<file path="src/rtl/zx_kbd_pkg.sv">
`default_nettype none
// ============================================================================
//  Module      : zx_kbd_pkg
//  Description : Shared constants for the PS/2 -> ZX Spectrum key matrix
//                path: row/column indices, set-2 scan codes and the
//                scan-code -> matrix position lookup functions.
//  Revision    : 1.0  initial release
// ============================================================================
package zx_kbd_pkg;

    // Matrix geometry
    localparam int c_NUM_ROWS = 8;
    localparam int c_NUM_COLS = 5;

    // Row indices (row r is selected by A(8+r) = 0)
    localparam logic [2:0] c_ROW_A8  = 3'd0;
    localparam logic [2:0] c_ROW_A9  = 3'd1;
    localparam logic [2:0] c_ROW_A10 = 3'd2;
    localparam logic [2:0] c_ROW_A11 = 3'd3;
    localparam logic [2:0] c_ROW_A12 = 3'd4;
    localparam logic [2:0] c_ROW_A13 = 3'd5;
    localparam logic [2:0] c_ROW_A14 = 3'd6;
    localparam logic [2:0] c_ROW_A15 = 3'd7;

    // Column indices (D0..D4)
    localparam logic [2:0] c_COL0 = 3'd0;
    localparam logic [2:0] c_COL1 = 3'd1;
    localparam logic [2:0] c_COL2 = 3'd2;
    localparam logic [2:0] c_COL3 = 3'd3;
    localparam logic [2:0] c_COL4 = 3'd4;

    // Scan-code set 2 constants
    localparam logic [7:0] c_SC_BREAK  = 8'hF0;
    localparam logic [7:0] c_SC_EXT    = 8'hE0;
    localparam logic [7:0] c_SC_BAT_OK = 8'hAA;
    localparam logic [7:0] c_SC_LSHIFT = 8'h12;
    localparam logic [7:0] c_SC_RSHIFT = 8'h59;
    localparam logic [7:0] c_SC_LCTRL  = 8'h14;
    localparam logic [7:0] c_SC_ENTER  = 8'h5A;
    localparam logic [7:0] c_SC_SPACE  = 8'h29;
    localparam logic [7:0] c_SC_BKSP   = 8'h66;
    localparam logic [7:0] c_SC_LEFT   = 8'h6B;
    localparam logic [7:0] c_SC_DOWN   = 8'h72;
    localparam logic [7:0] c_SC_UP     = 8'h75;
    localparam logic [7:0] c_SC_RIGHT  = 8'h74;

    // Position of one matrix bit
    typedef struct packed {
        logic       valid;
        logic [2:0] row;
        logic [2:0] col;
    } zx_key_t;

    function automatic zx_key_t zx_key(input logic [2:0] row, input logic [2:0] col);
        zx_key_t k;
        k.valid = 1'b1;
        k.row   = row;
        k.col   = col;
        return k;
    endfunction

    // Plain (un-prefixed) scan code -> single matrix position
    function automatic zx_key_t zx_lookup(input logic [7:0] code);
        zx_key_t k;
        k = '0;
        case (code)
            c_SC_LSHIFT, c_SC_RSHIFT: k = zx_key(c_ROW_A8, c_COL0);   // CAPS SHIFT
            8'h1A: k = zx_key(c_ROW_A8,  c_COL1);                     // Z
            8'h22: k = zx_key(c_ROW_A8,  c_COL2);                     // X
            8'h21: k = zx_key(c_ROW_A8,  c_COL3);                     // C
            8'h2A: k = zx_key(c_ROW_A8,  c_COL4);                     // V
            8'h1C: k = zx_key(c_ROW_A9,  c_COL0);                     // A
            8'h1B: k = zx_key(c_ROW_A9,  c_COL1);                     // S
            8'h23: k = zx_key(c_ROW_A9,  c_COL2);                     // D
            8'h2B: k = zx_key(c_ROW_A9,  c_COL3);                     // F
            8'h34: k = zx_key(c_ROW_A9,  c_COL4);                     // G
            8'h15: k = zx_key(c_ROW_A10, c_COL0);                     // Q
            8'h1D: k = zx_key(c_ROW_A10, c_COL1);                     // W
            8'h24: k = zx_key(c_ROW_A10, c_COL2);                     // E
            8'h2D: k = zx_key(c_ROW_A10, c_COL3);                     // R
            8'h2C: k = zx_key(c_ROW_A10, c_COL4);                     // T
            8'h16: k = zx_key(c_ROW_A11, c_COL0);                     // 1
            8'h1E: k = zx_key(c_ROW_A11, c_COL1);                     // 2
            8'h26: k = zx_key(c_ROW_A11, c_COL2);                     // 3
            8'h25: k = zx_key(c_ROW_A11, c_COL3);                     // 4
            8'h2E: k = zx_key(c_ROW_A11, c_COL4);                     // 5
            8'h45: k = zx_key(c_ROW_A12, c_COL0);                     // 0
            8'h46: k = zx_key(c_ROW_A12, c_COL1);                     // 9
            8'h3E: k = zx_key(c_ROW_A12, c_COL2);                     // 8
            8'h3D: k = zx_key(c_ROW_A12, c_COL3);                     // 7
            8'h36: k = zx_key(c_ROW_A12, c_COL4);                     // 6
            8'h4D: k = zx_key(c_ROW_A13, c_COL0);                     // P
            8'h44: k = zx_key(c_ROW_A13, c_COL1);                     // O
            8'h43: k = zx_key(c_ROW_A13, c_COL2);                     // I
            8'h3C: k = zx_key(c_ROW_A13, c_COL3);                     // U
            8'h35: k = zx_key(c_ROW_A13, c_COL4);                     // Y
            c_SC_ENTER: k = zx_key(c_ROW_A14, c_COL0);                // ENTER
            8'h4B: k = zx_key(c_ROW_A14, c_COL1);                     // L
            8'h42: k = zx_key(c_ROW_A14, c_COL2);                     // K
            8'h3B: k = zx_key(c_ROW_A14, c_COL3);                     // J
            8'h33: k = zx_key(c_ROW_A14, c_COL4);                     // H
            c_SC_SPACE: k = zx_key(c_ROW_A15, c_COL0);                // SPACE
            c_SC_LCTRL: k = zx_key(c_ROW_A15, c_COL1);                // SYMBOL SHIFT
            8'h3A: k = zx_key(c_ROW_A15, c_COL2);                     // M
            8'h31: k = zx_key(c_ROW_A15, c_COL3);                     // N
            8'h32: k = zx_key(c_ROW_A15, c_COL4);                     // B
            default: k = '0;
        endcase
        return k;
    endfunction

    // Composite keys (CAPS SHIFT + one other bit): returns the non-CS bit.
    // Cursor keys need the E0 prefix; backspace must arrive without it.
    function automatic zx_key_t zx_ext_lookup(input logic [7:0] code, input logic ext);
        zx_key_t k;
        k = '0;
        if (ext) begin
            case (code)
                c_SC_LEFT:  k = zx_key(c_ROW_A11, c_COL4);            // CS+5
                c_SC_DOWN:  k = zx_key(c_ROW_A12, c_COL4);            // CS+6
                c_SC_UP:    k = zx_key(c_ROW_A12, c_COL3);            // CS+7
                c_SC_RIGHT: k = zx_key(c_ROW_A12, c_COL2);            // CS+8
                default:    k = '0;
            endcase
        end else if (code == c_SC_BKSP) begin
            k = zx_key(c_ROW_A12, c_COL0);                            // CS+0
        end
        return k;
    endfunction

endpackage
`default_nettype wire

</file>
<file path="src/rtl/zx_ps2_rx.sv">
`default_nettype none
// ============================================================================
//  Module      : zx_ps2_rx
//  Description : PS/2 device->host byte receiver. Synchronises and
//                glitch-filters the pad clock, samples data on filtered
//                falling edges, checks odd parity and stop bit, and aborts
//                a stalled frame after TIMEOUT_CYC idle cycles.
//  Revision    : 1.0  initial release
// ============================================================================
module zx_ps2_rx #(
    parameter int FILTER_LEN  = 8,
    parameter int TIMEOUT_CYC = 27000
) (
    input  logic       clk,
    input  logic       i_rst_n,
    input  logic       i_ps2_clk,
    input  logic       i_ps2_data,
    output logic [7:0] o_rx_byte,
    output logic       o_rx_valid,
    output logic       o_rx_err
);
    localparam int FW   = (FILTER_LEN > 2) ? $clog2(FILTER_LEN) : 1;
    localparam int TO_W = $clog2(TIMEOUT_CYC + 1);

    localparam logic [1:0] c_ST_IDLE   = 2'd0;
    localparam logic [1:0] c_ST_DATA   = 2'd1;
    localparam logic [1:0] c_ST_PARITY = 2'd2;
    localparam logic [1:0] c_ST_STOP   = 2'd3;

    logic [1:0]      r_clk_sync_q;
    logic [1:0]      r_dat_sync_q;
    logic [FW-1:0]   r_fcnt_q,   w_fcnt_d;
    logic            r_fclk_q,   w_fclk_d;
    logic [1:0]      r_state_q,  w_state_d;
    logic [2:0]      r_bitcnt_q, w_bitcnt_d;
    logic [7:0]      r_shift_q,  w_shift_d;
    logic            r_par_q,    w_par_d;
    logic [TO_W-1:0] r_to_q,     w_to_d;
    logic [7:0]      r_byte_q,   w_byte_d;
    logic            r_valid_q,  w_valid_d;
    logic            r_err_q,    w_err_d;
    logic            w_bit_edge;
    logic            w_data;

    // Two-flop synchronisers on the asynchronous pad inputs
    always_ff @(posedge clk) begin
        if (!i_rst_n) begin
            r_clk_sync_q <= 2'b11;
            r_dat_sync_q <= 2'b11;
        end else begin
            r_clk_sync_q <= {r_clk_sync_q[0], i_ps2_clk};
            r_dat_sync_q <= {r_dat_sync_q[0], i_ps2_data};
        end
    end

    assign w_data = r_dat_sync_q[1];

    // Filtered clock flips only after FILTER_LEN consecutive differing samples
    always_comb begin
        w_fcnt_d   = '0;
        w_fclk_d   = r_fclk_q;
        w_bit_edge = 1'b0;
        if (r_clk_sync_q[1] != r_fclk_q) begin
            if (r_fcnt_q == FW'(FILTER_LEN - 1)) begin
                w_fclk_d   = r_clk_sync_q[1];
                w_bit_edge = r_fclk_q;      // 1 -> 0 is a bit edge
            end else begin
                w_fcnt_d = r_fcnt_q + FW'(1);
            end
        end
    end

    // Frame FSM: start, 8 data bits LSB first, odd parity, stop, plus timeout
    always_comb begin
        w_state_d  = r_state_q;
        w_bitcnt_d = r_bitcnt_q;
        w_shift_d  = r_shift_q;
        w_par_d    = r_par_q;
        w_to_d     = r_to_q;
        w_byte_d   = r_byte_q;
        w_valid_d  = 1'b0;
        w_err_d    = 1'b0;
        if (w_bit_edge) begin
            w_to_d = '0;
            case (r_state_q)
                c_ST_IDLE: begin
                    if (!w_data) begin
                        w_state_d  = c_ST_DATA;
                        w_bitcnt_d = 3'd0;
                    end
                end
                c_ST_DATA: begin
                    w_shift_d  = {w_data, r_shift_q[7:1]};
                    w_bitcnt_d = r_bitcnt_q + 3'd1;
                    if (r_bitcnt_q == 3'd7) begin
                        w_state_d = c_ST_PARITY;
                    end
                end
                c_ST_PARITY: begin
                    w_par_d   = w_data;
                    w_state_d = c_ST_STOP;
                end
                default: begin
                    if (w_data && (^{r_shift_q, r_par_q})) begin
                        w_byte_d  = r_shift_q;
                        w_valid_d = 1'b1;
                    end else begin
                        w_err_d = 1'b1;
                    end
                    w_state_d = c_ST_IDLE;
                end
            endcase
        end else if (r_state_q != c_ST_IDLE) begin
            if (r_to_q == TO_W'(TIMEOUT_CYC - 1)) begin
                w_state_d = c_ST_IDLE;
                w_err_d   = 1'b1;
                w_to_d    = '0;
            end else begin
                w_to_d = r_to_q + TO_W'(1);
            end
        end
    end

    // Receiver state registers
    always_ff @(posedge clk) begin
        if (!i_rst_n) begin
            r_fcnt_q   <= '0;
            r_fclk_q   <= 1'b1;
            r_state_q  <= c_ST_IDLE;
            r_bitcnt_q <= 3'd0;
            r_shift_q  <= 8'h00;
            r_par_q    <= 1'b0;
            r_to_q     <= '0;
            r_byte_q   <= 8'h00;
            r_valid_q  <= 1'b0;
            r_err_q    <= 1'b0;
        end else begin
            r_fcnt_q   <= w_fcnt_d;
            r_fclk_q   <= w_fclk_d;
            r_state_q  <= w_state_d;
            r_bitcnt_q <= w_bitcnt_d;
            r_shift_q  <= w_shift_d;
            r_par_q    <= w_par_d;
            r_to_q     <= w_to_d;
            r_byte_q   <= w_byte_d;
            r_valid_q  <= w_valid_d;
            r_err_q    <= w_err_d;
        end
    end

    assign o_rx_byte  = r_byte_q;
    assign o_rx_valid = r_valid_q;
    assign o_rx_err   = r_err_q;

endmodule
`default_nettype wire

</file>
<file path="src/rtl/zx_ps2_keymatrix.sv">
`default_nettype none
// ============================================================================
//  Module      : zx_ps2_keymatrix
//  Description : PS/2 keyboard front end for the port-FE read path. Decodes
//                set-2 scan codes into the 8x5 active-low ZX Spectrum key
//                matrix and returns the column bits of the rows selected by
//                A15..A8 with zero latency.
//  Options     : ZX_KBD_EXT_KEYS_EN - E0 cursor keys and backspace drive
//                CAPS SHIFT plus a second key.
//  Revision    : 1.0  initial release
// ============================================================================
module zx_ps2_keymatrix
    import zx_kbd_pkg::*;
#(
    parameter int FILTER_LEN  = 8,
    parameter int TIMEOUT_CYC = 27000
) (
    input  logic       clk,
    input  logic       reset,
    input  logic       ps2_clk,
    input  logic       ps2_data,
    input  logic [7:0] addr_hi,
    output logic [4:0] keys_n,
    output logic [7:0] scan_code,
    output logic       scan_strobe,
    output logic       frame_err
);
    logic [7:0] w_rx_byte;
    logic       w_rx_valid;
    logic       w_rx_err;

    logic [c_NUM_ROWS-1:0][c_NUM_COLS-1:0] r_matrix_q, w_matrix_d;
    logic       r_brk_q,    w_brk_d;
    logic       r_ext_q,    w_ext_d;
    logic [7:0] r_code_q,   w_code_d;
    logic       r_strobe_q, w_strobe_d;
    logic       r_err_q,    w_err_d;
    zx_key_t    w_key;
    logic [4:0] w_keys;

    zx_ps2_rx #(
        .FILTER_LEN  (FILTER_LEN),
        .TIMEOUT_CYC (TIMEOUT_CYC)
    ) u_rx (
        .clk        (clk),
        .i_rst_n    (reset),
        .i_ps2_clk  (ps2_clk),
        .i_ps2_data (ps2_data),
        .o_rx_byte  (w_rx_byte),
        .o_rx_valid (w_rx_valid),
        .o_rx_err   (w_rx_err)
    );

`ifdef ZX_KBD_EXT_KEYS_EN
    zx_key_t w_ext_key;
    assign w_ext_key = zx_ext_lookup(w_rx_byte, r_ext_q);
`endif

    assign w_key = zx_lookup(w_rx_byte);

    // Scan-code decoder: prefix flags and matrix updates for each valid byte
    always_comb begin
        w_matrix_d = r_matrix_q;
        w_brk_d    = r_brk_q;
        w_ext_d    = r_ext_q;
        w_code_d   = r_code_q;
        w_strobe_d = w_rx_valid;
        w_err_d    = w_rx_err;
        if (w_rx_valid) begin
            w_code_d = w_rx_byte;
            if (w_rx_byte == c_SC_BREAK) begin
                w_brk_d = 1'b1;
            end else if (w_rx_byte == c_SC_EXT) begin
                w_ext_d = 1'b1;
            end else begin
                w_brk_d = 1'b0;
                w_ext_d = 1'b0;
                if (w_rx_byte == c_SC_BAT_OK) begin
                    w_matrix_d = '1;
`ifdef ZX_KBD_EXT_KEYS_EN
                end else if (w_ext_key.valid) begin
                    // Composite key: CAPS SHIFT and the second bit move together
                    w_matrix_d[c_ROW_A8][c_COL0]             = r_brk_q;
                    w_matrix_d[w_ext_key.row][w_ext_key.col] = r_brk_q;
`endif
                end else if (!r_ext_q && w_key.valid) begin
                    w_matrix_d[w_key.row][w_key.col] = r_brk_q;
                end
            end
        end
    end

    // Matrix, flags and byte/pulse outputs
    always_ff @(posedge clk) begin
        if (!reset) begin
            r_matrix_q <= '1;
            r_brk_q    <= 1'b0;
            r_ext_q    <= 1'b0;
            r_code_q   <= 8'h00;
            r_strobe_q <= 1'b0;
            r_err_q    <= 1'b0;
        end else begin
            r_matrix_q <= w_matrix_d;
            r_brk_q    <= w_brk_d;
            r_ext_q    <= w_ext_d;
            r_code_q   <= w_code_d;
            r_strobe_q <= w_strobe_d;
            r_err_q    <= w_err_d;
        end
    end

    // Readout: AND together every row whose address line is low
    always_comb begin
        w_keys = 5'h1F;
        for (int r = 0; r < c_NUM_ROWS; r++) begin
            if (!addr_hi[r]) begin
                w_keys = w_keys & r_matrix_q[r];
            end
        end
    end

    assign keys_n      = w_keys;
    assign scan_code   = r_code_q;
    assign scan_strobe = r_strobe_q;
    assign frame_err   = r_err_q;

endmodule
`default_nettype wire

</file>
<file path="config.mk">
export PLATFORM = sky130hd
export DESIGN_NAME = zx_ps2_keymatrix
export DESIGN_NICKNAME = d
export VERILOG_FILES = /design/src/rtl/zx_kbd_pkg.sv /design/src/rtl/zx_ps2_rx.sv /design/src/rtl/zx_ps2_keymatrix.sv
export SDC_FILE = /design/constraint.sdc
export NUM_CORES = 1
export LEC_CHECK = 0
export ABC_AREA = 0
export BUFFER_PORTS_ARGS = -buffer_cell sky130_fd_sc_hd__buf_2
export CORE_MARGIN = 2
export CORE_UTILIZATION = 40
export CTS_CLUSTER_SIZE = 20
export DETAILED_ROUTE_END_ITERATION = 10
export PLACE_DENSITY = 0.61
export SLEW_MARGIN = 25
export SYNTH_ARGS = -nofsm -noshare
export SYNTH_HDL_FRONTEND = slang
export SYNTH_SLANG_ARGS = --single-unit
</file>
<file path="constraint.sdc">
create_clock -name clk -period 5.5 [get_ports clk]
set_input_delay 1.65 -clock clk [delete_from_list [all_inputs] [get_ports clk]]
set_output_delay 1.65 -clock clk [all_outputs]
set_load 0.05 [all_outputs]
</file>
==> results of run 1 <==
[worst max-delay path by stage]
stage                     slack (ns)  cells after the start   endpoint
after floorplan                 0.58                      2  keys_n[0]
after global placement          1.30                      4  keys_n[4]
after detailed placement        1.27                      4  keys_n[4]
after CTS                       1.26                      4  keys_n[4]
after global routing            1.20                      4  keys_n[4]
final                           1.29                      4  keys_n[4]
[metal layers]
metal,routed length [um],share of wire,GRT usage
met1,6800,0.46,0.272
met2,6770,0.46,0.325
met3,747,0.051,0.0431
met4,335,0.023,0.0654
met5,0,0,0
[cells in the final DEF (no fill, tap or decap), types with 3 or more instances in the layout]
master / n
a21boi_0: 11
a21oi_1: 53
a31oi_1: 3
a32oi_1: 3
and2_1: 8
and3_1: 6
buf_2: 26
buf_4: 3
clkbuf_1: 3
clkbuf_16: 9
dfxtp_1: 106
ha_1: 17
inv_1: 18
mux2_2: 3
mux2i_1: 19
nand2_1: 69
nand2b_1: 12
nand3_1: 23
nand3b_1: 6
nand4_1: 9
nand4b_1: 3
nor2_1: 86
nor2b_1: 25
nor3_1: 7
nor3b_1: 3
nor4_1: 8
o21ai_0: 99
o22ai_1: 22
o31ai_1: 4
xnor2_1: 8
xor2_1: 11
[final cells by class]
class                      count  area (um^2)
clock buffer                  13          250
clock inverter                 3         46.3
fill                        1401         7640
inverter                      19         71.3
multi-input combinational    546         3210
sequential                   106         2120
tap                          180          225
timing repair buffer          29          153
[Yosys cell counts, drive strengths merged (6+ instances only)]
cell type,n,area (um^2)
nand3,23,115
ha,17,213
dfxtp,106,2120
and3,6,37.5
nand4,9,56.3
nor3,7,35.0
nor2b,25,156
buf,9,61.3
nand3b,6,45.0
o21ai,100,500
nor4,8,50.1
xor2,11,96.3
and2,8,50.1
xnor2,8,70.1
nor2,86,323
a21oi,54,270
nand2,69,259
mux2i,20,213
nand2b,12,75.1
clkbuf,30,113
o22ai,22,138
inv,19,71.3
a21boi,11,82.6
[worst max-delay path: stages]
cell and delay [ns]:
buf_2 0.13, o22ai_1 0.09, nor4_1 0.35, buf_2 0.33
[flip-flops by register name, summed over array words and instances (netlist names), named ones only]
signal	count
r_matrix_q	40
u_rx.r_clk_sync_q	2
scan_code	8
u_rx.r_to_q	15
scan_strobe	1
r_brk_q	1
u_rx.r_state_q	2
frame_err	1
u_rx.o_rx_err	1
u_rx.r_dat_sync_q	2
u_rx.r_fcnt_q	3
u_rx.r_bitcnt_q	3
u_rx.o_rx_valid	1
u_rx.r_fclk_q	1
u_rx.r_par_q	1
u_rx.o_rx_byte	8
r_ext_q	1
u_rx.r_shift_q	8
[power by group through the flow]
stage	clock network, mW	logic, mW	registers (mW)
floorplan	0	0.0146	0.787
global placement	0	0.0245	0.787
detailed placement	0	0.0255	0.787
CTS	0.671	0.0256	0.769
global route	0.704	0.0283	0.769
finish	0.652	0.0255	0.770
[kinds of logic after synthesis]
family	Yosys count	synth area share
AOI/OAI and AO/OA	209	0.210
xor gates and xnor gates	21	0.0382
adders and majority gates	17	0.0382
buffers and inverters	58	0.0440
DFF	106	0.381
muxes	25	0.0496
and+or+nand+nor	274	0.239
==> flow_summary.toml, run 1 <==
[status]
status = "finished clean"

[placed_design]
post_dp_cell_area_mm2 = 0.00578
finalWeightedCongestion = 0.964
dpl.hpwl_um = 10200
place_ws_ns = 1.27
io_buffers = 26
place_inst = 880

[yosys]
ys_seq_area_frac = 0.381
async_reset_ff_frac = 0
ys_types = 54
netlist_area_mm2 = 0.00557
synthCells = 710
ys_ff_latch = 106
synth_fp_nets = 739
syn_avg_cell_area_um2 = 7.85
yosysWarnings = 0
synth_edf_count = 0
synth_ff_type = "dfxtp_1"

[floorplanning]
coreArea_mm2 = 0.0137
design.die.area_mm2 = 0.0149
die_w_um = 122
ios = 27
die_h_um = 122
initial_core_util = 0.406
fp-row-count = 43

[finish]
syn_to_final_growth_pct = 9.07
finalNetCount = 740
n_antenna_cell = 0
fin_util = 0.443
final_layout_size_suffix_gt1_frac = 0.0740
fin_area_mm2 = 0.00608
layoutNonFillerInstCount = 896

[detailed_routing]
dr.pass1.iters = 5
wirelength_um = 14700
wl_per_cell_um = 16.4
drc_errors = 0
drt.antenna.violating_nets = 0
vias = 5062
drt_iter0_drc = 469
vias_per_cell = 5.65

[global_routing]
grt_pass1_vias = 4614
overflow = 0
antenna_found_initial = 0
grt_pass1_wl_um = 23600
grt_max_degree = 63
grt_use_total = 0.203

[power]
powerDensity_mw_per_mm2 = 238
switching_power_mw = 0.302
total_power_mw = 1.45
internal-power_mw = 1.15
ir_drop_mv = 0.154
p_seq_frac = 0.532
comb_power_share = 0.018
sw_frac_of_total = 0.209
power_frac_clock = 0.451
power.leakage_nw = 2.26

[critical_path]
cp.arrival_ns = 2.56
crit_required_ns = 3.85
crit_type = "in2out"
reg2reg_from = "u_rx.r_shift_q[2]"
r2r_cells = 11
end_kind = "output pin"
regToRegSetupSlack_ns = 1.58
cp-start-kind = "input port"
startpoint = "addr_hi[7]"
critical_path.max_fanout = 5

[sta]
hold_viol = 0
drv_slew = 0
fmax_mhz = 238
setup_tns_ns = 0
setup_viol = 0
rsz0062_at_grt = "no"
finalWorstSetupSlack_ns = 1.29
whs_ns = 0.411
fin_skew_ns = 0.00749
fin_crit_sh = 0.765
finalCriticalPeriod_ns = 4.21
worst_pin_slew_ns = 0.815
slew_headroom = 0.455

[clock_network]
clockBufferDepth = 2
clk_pin_slew_ns = 0.07
cts_resized = 0
cts.htree.levels = 3
cts_buffers = 9
cts_hold_buffers = 0
clk_latency_ns = 0.35
cts_tree = "built"
cts-root-buf = "clkbuf_16"
cts_setup_buffers = 0
cts_sinks = 106

[min_path]
hold-path-cell-count = 1
hold_start = "u_rx.r_dat_sync_q[0]"
min_path_type = "reg2reg"
hold_end = "u_rx.r_dat_sync_q[1]"

[job]
cap_violations = 0
Note: power is estimated with default switching activity, not from simulation.
==> run 2: changes to the inputs <==
Clock period 5.5 ns to 4 ns, I/O delays scaled along.
==> run 2 against run 1 <==
Compared with the run above: clock power is 44% higher; global-route usage rose by 1.1 points; die area unchanged; combinational power is 58% higher; cell area increased by 1.6%; power grew 41%; sequential share of layout area fell by 0.57 points; non-clock buffer count up 7; clock-buffer cell count down 2; sequential power is 38% higher; register-to-register slack worse by 1.1 ns.
==> flow_summary.toml, run 2 (synthesis results as in run 1) <==
[sta]
fin_crit_sh = 0.886
hold_viol = 0
fin_skew_ns = 0.00889
fmax_mhz = 282
whs_ns = 0.410
worst_pin_slew_ns = 0.711
rsz0062_at_grt = "no"
setup_viol = 0
slew_headroom = 0.524
finalCriticalPeriod_ns = 3.54
setup_tns_ns = 0
drv_slew = 0

[finish]
final_layout_size_suffix_gt1_frac = 0.0927
finalNetCount = 747
regMostFlops = "r_matrix_q"
fin_util = 0.450
largest_register_ffs = 40
reg.largest.list = "r_matrix_q (40), u_rx.r_to_q (15)"
final_common_cell = "dfxtp_1"
final_cell_mix = "106 x dfxtp_1, 99 x o21ai_0, 86 x nor2_1"
fin_area_mm2 = 0.00618
syn_to_final_growth_pct = 10.9
n_antenna_cell = 0

[clock_network]
cts_resized = 0
clockBufferDepth = 2
cts_buffers = 9
cts.htree.levels = 3
cts_sinks = 106
cts_tree = "built"
cts_setup_buffers = 0
clk_pin_slew_ns = 0.07
cts_hold_buffers = 0
clk_latency_ns = 0.36
cts-root-buf = "clkbuf_16"

[global_routing]
grt_pass1_vias = 4835
grt_pass1_wl_um = 25000
overflow = 0
grt_use_total = 0.214
grt_max_degree = 61
antenna_found_initial = 0

[critical_path]
crit_type = "reg2reg"
crit_required_ns = 4.22
end_kind = "flip-flop"
slowest_stage = "xor3_1"
critical_path.max_fanout = 24
cpPeakStageDelay_ns = 0.50
cp-start-kind = "flip-flop"
worstPathCellList = "xor3_1, or3_1, mux2i_4, buf_4, mux2_4, inv_2, mux2_2, o32a_1, nand4_1, o2111ai_1"
cp.arrival_ns = 3.77

[power]
total_power_mw = 2.04
p_seq_frac = 0.519
power.leakage_nw = 2.31
switching_power_mw = 0.445
internal-power_mw = 1.59
power_frac_clock = 0.461
powerDensity_mw_per_mm2 = 330
comb_power_share = 0.020
ir_drop_mv = 0.198
sw_frac_of_total = 0.218

[placed_design]
io_buffers = 26
post_dp_cell_area_mm2 = 0.00586
dpl.hpwl_um = 10800
finalWeightedCongestion = 0.905

[status]
status = "finished clean"

[min_path]
min_path_type = "reg2reg"

[floorplanning]
initial_core_util = 0.406
die_w_um = 122
fp-row-count = 43
die_h_um = 122
coreArea_mm2 = 0.0137
design.die.area_mm2 = 0.0149
ios = 27

[detailed_routing]
vias = 5180
drc_errors = 0
wirelength_um = 15600
drt.antenna.violating_nets = 0
wl_per_cell_um = 17.3
vias_per_cell = 5.74
drt_iter0_drc = 486
dr.pass1.iters = 5

[job]
cap_violations = 0
-- run 2: power by group through the flow --
stage	clock network [mW]	logic, mW	registers [mW]
global placement	0	0.0397	1.08
global route	0.997	0.0435	1.06
finish	0.938	0.0403	1.06
detailed placement	0	0.0397	1.08
CTS	0.959	0.0399	1.06
floorplan	0	0.0201	1.08
-- run 2: layer usage --
layer | track usage | routed length [um] | up-vias
li1 | - | - | 2513
met1 | 0.273 | 6970 | 2477
met2 | 0.360 | 7490 | 158
met3 | 0.0314 | 733 | 32
met4 | 0.0884 | 407 | 0
met5 | 0 | 0 | -
-- run 2: worst max-delay path: cells and delay by family, from the launching register on --
family / cells / cell delay (ns)
multiplexers: 3 / 1.14
AO/OA/AOI/OAI: 2 / 0.29
XOR/XNOR: 1 / 0.50
flip-flops: 1 / 0.40
buffers and inverters: 2 / 0.58
AND/OR/NAND/NOR: 2 / 0.48
-- run 2: per-stage QoR --
stage          instances  setup WS, ns
2_1_floorplan        710         0.547
3_3_place_gp         887         0.557
3_5_place_dp         887         0.531
4_1_cts              903         0.488
5_1_grt              903         0.176
6_report             903         0.457
-- run 2: worst paths after layout --
check                        from                    to  slack [ns]  cells after the start
min          u_rx.r_dat_sync_q[0]  u_rx.r_dat_sync_q[1]        0.41                      1
max reg2reg     u_rx.r_shift_q[0]             flip-flop        0.46                     10
max             u_rx.r_shift_q[0]             flip-flop        0.46                     10
min reg2reg  u_rx.r_dat_sync_q[0]  u_rx.r_dat_sync_q[1]        0.41                      1
-- run 2: area by class of cell --
class / count / area (um^2)
clock inverter: 5 / 61.3
sequential: 106 / 2120
inverter: 19 / 71.3
tap: 180 / 225
timing repair buffer: 36 / 205
clock buffer: 11 / 253
fill: 1392 / 7540
multi-input combinational: 546 / 3240
==> run 3: changes to the inputs <==
==> constraint.sdc (replaced) <==
create_clock -name clk -period 4 [get_ports clk]
set_input_delay 1.2 -clock clk [delete_from_list [all_inputs] [get_ports clk]]
set_output_delay 1.2 -clock clk [all_outputs]
set_load 0.1 [all_outputs]
==> run 3 against run 2 <==
Compared with the run above: maximum frequency rose by 1.2%; first-iteration DRC count rose by 14%; sequential share of layout area fell by 0.12 points; cell count rose by 0.22%; sequential power barely moved; clock-buffer cell count fell by 2; global-route usage rose by 0.19 points; clock power fell by 10%; via count rose by 0.71%; critical path depth rose by 3; worst hold slack improved by 0.013 ns; largest power group unchanged; highest routed layer unchanged.
==> flow_summary.toml, run 3 (synthesis results as in run 1) <==
[finish]
fillers = 1366
finalNetCount = 749
reg.largest.list = "r_matrix_q (40), u_rx.r_to_q (15)"
largest_register_ffs = 40
final_common_cell = "dfxtp_1"
regMostFlops = "r_matrix_q"
fin_area_mm2 = 0.00620
syn_to_final_growth_pct = 11.3
n_antenna_cell = 0
final_cell_mix = "106 x dfxtp_1, 99 x o21ai_0, 86 x nor2_1"
final_layout_size_suffix_gt1_frac = 0.0952

[placed_design]
post_dp_cell_area_mm2 = 0.00592
finalWeightedCongestion = 0.926
dpl.hpwl_um = 11000
io_buffers = 26

[critical_path]
end_kind = "flip-flop"
crit_top_cell = "ha_1"
critPathTopFamily = "simple AND/OR/NAND/NOR gates"
cp.arrival_ns = 3.70
worstPathCellList = "ha_1, ha_1, nand4b_1, or3_1, mux2i_4, mux2i_1, nor2b_1, inv_1, ha_1, mux2_2, o32a_1, nand4_1, o2111ai_1"
critPathBufInv = 1
cp-start-kind = "flip-flop"
slowest_stage = "or3_1"
crit_type = "reg2reg"
critical_path.max_fanout = 6
crit_required_ns = 4.21
cpPeakStageDelay_ns = 0.42

[sta]
hold_viol = 0
drv_slew = 0
finalCriticalPeriod_ns = 3.50
fin_skew_ns = 0.00908
setup_viol = 0
worst_pin_slew_ns = 0.736
slew_headroom = 0.507
fmax_mhz = 286
fin_crit_sh = 0.875
setup_tns_ns = 0
rsz0062_at_grt = "no"

[global_routing]
grt_pass1_wl_um = 25200
overflow = 0
grt_pass1_vias = 4986
grt_max_degree = 49
antenna_found_initial = 0
grt_use_total = 0.216

[detailed_routing]
vias = 5217
drt.antenna.violating_nets = 0
drc_errors = 0
dr.pass1.iters = 5
drt_iter0_drc = 556
wl_per_cell_um = 17.3
vias_per_cell = 5.76
wirelength_um = 15600

[power]
power.leakage_nw = 2.33
powerDensity_mw_per_mm2 = 313
ir_drop_mv = 0.195

[floorplanning]
die_h_um = 122
design.die.area_mm2 = 0.0149
initial_core_util = 0.406
fp-row-count = 43
ios = 27
coreArea_mm2 = 0.0137
die_w_um = 122

[job]
cap_violations = 0

[clock_network]
cts_tree = "built"
cts_hold_buffers = 0
cts.htree.levels = 3
clk_latency_ns = 0.36
cts_setup_buffers = 0
cts_buffers = 9
clockBufferDepth = 2
cts_resized = 0
cts-root-buf = "clkbuf_16"
clk_pin_slew_ns = 0.07
cts_sinks = 106

[status]
status = "finished clean"

[min_path]
min_path_type = "reg2reg"
run 3: area by class of cell:
class	instances	area [um^2]	share of cell area
repair buffers	38	220	0.0355
multi-input cells	546	3280	0.530
flip-flops and latches	106	2120	0.342
inverters	19	71.3	0.0115
clock buffers	9	225	0.0363
clock inverters	7	51.3	0.00828
well taps	180	225	0.0363
run 3: per-layer routing:
layer	part of all wire	vias to the layer above	track usage
li1	-	2517	-
met1	0.44	2464	0.266
met2	0.48	192	0.356
met3	0.054	44	0.0534
met4	0.033	0	0.0948
met5	0	-	0
run 3: power by group:
group          internal, mW  total [mW]  leakage (nW)  switching [mW]
registers              1.06        1.06         0.856         0.00181
clock network         0.427       0.844         0.133           0.418
logic                0.0123      0.0392          1.34          0.0269
run 3: worst paths after layout:
path,slack [ns],cells past startpoint,start,endpoint
setup / recovery,0.50,13,u_rx.r_fcnt_q[0],flip-flop
hold / removal,0.42,1,u_rx.r_dat_sync_q[0],u_rx.r_dat_sync_q[1]
setup reg to reg,0.50,13,u_rx.r_fcnt_q[0],flip-flop
hold reg to reg,0.42,1,u_rx.r_dat_sync_q[0],u_rx.r_dat_sync_q[1]
run 3: stage by stage:
stage	hold WS, ns	power (mW)	util	instances	setup slack, ns
final	0.424	1.94	0.452	905	0.501
after global routing	0.430	2.02	0.452	905	0.260
after CTS	0.429	1.97	0.452	905	0.530
after detailed placement	0.416	1.12	0.432	889	0.540
after global placement	0.411	1.12	0.432	889	0.532
after floorplan	0.386	1.10	-	710	0.392
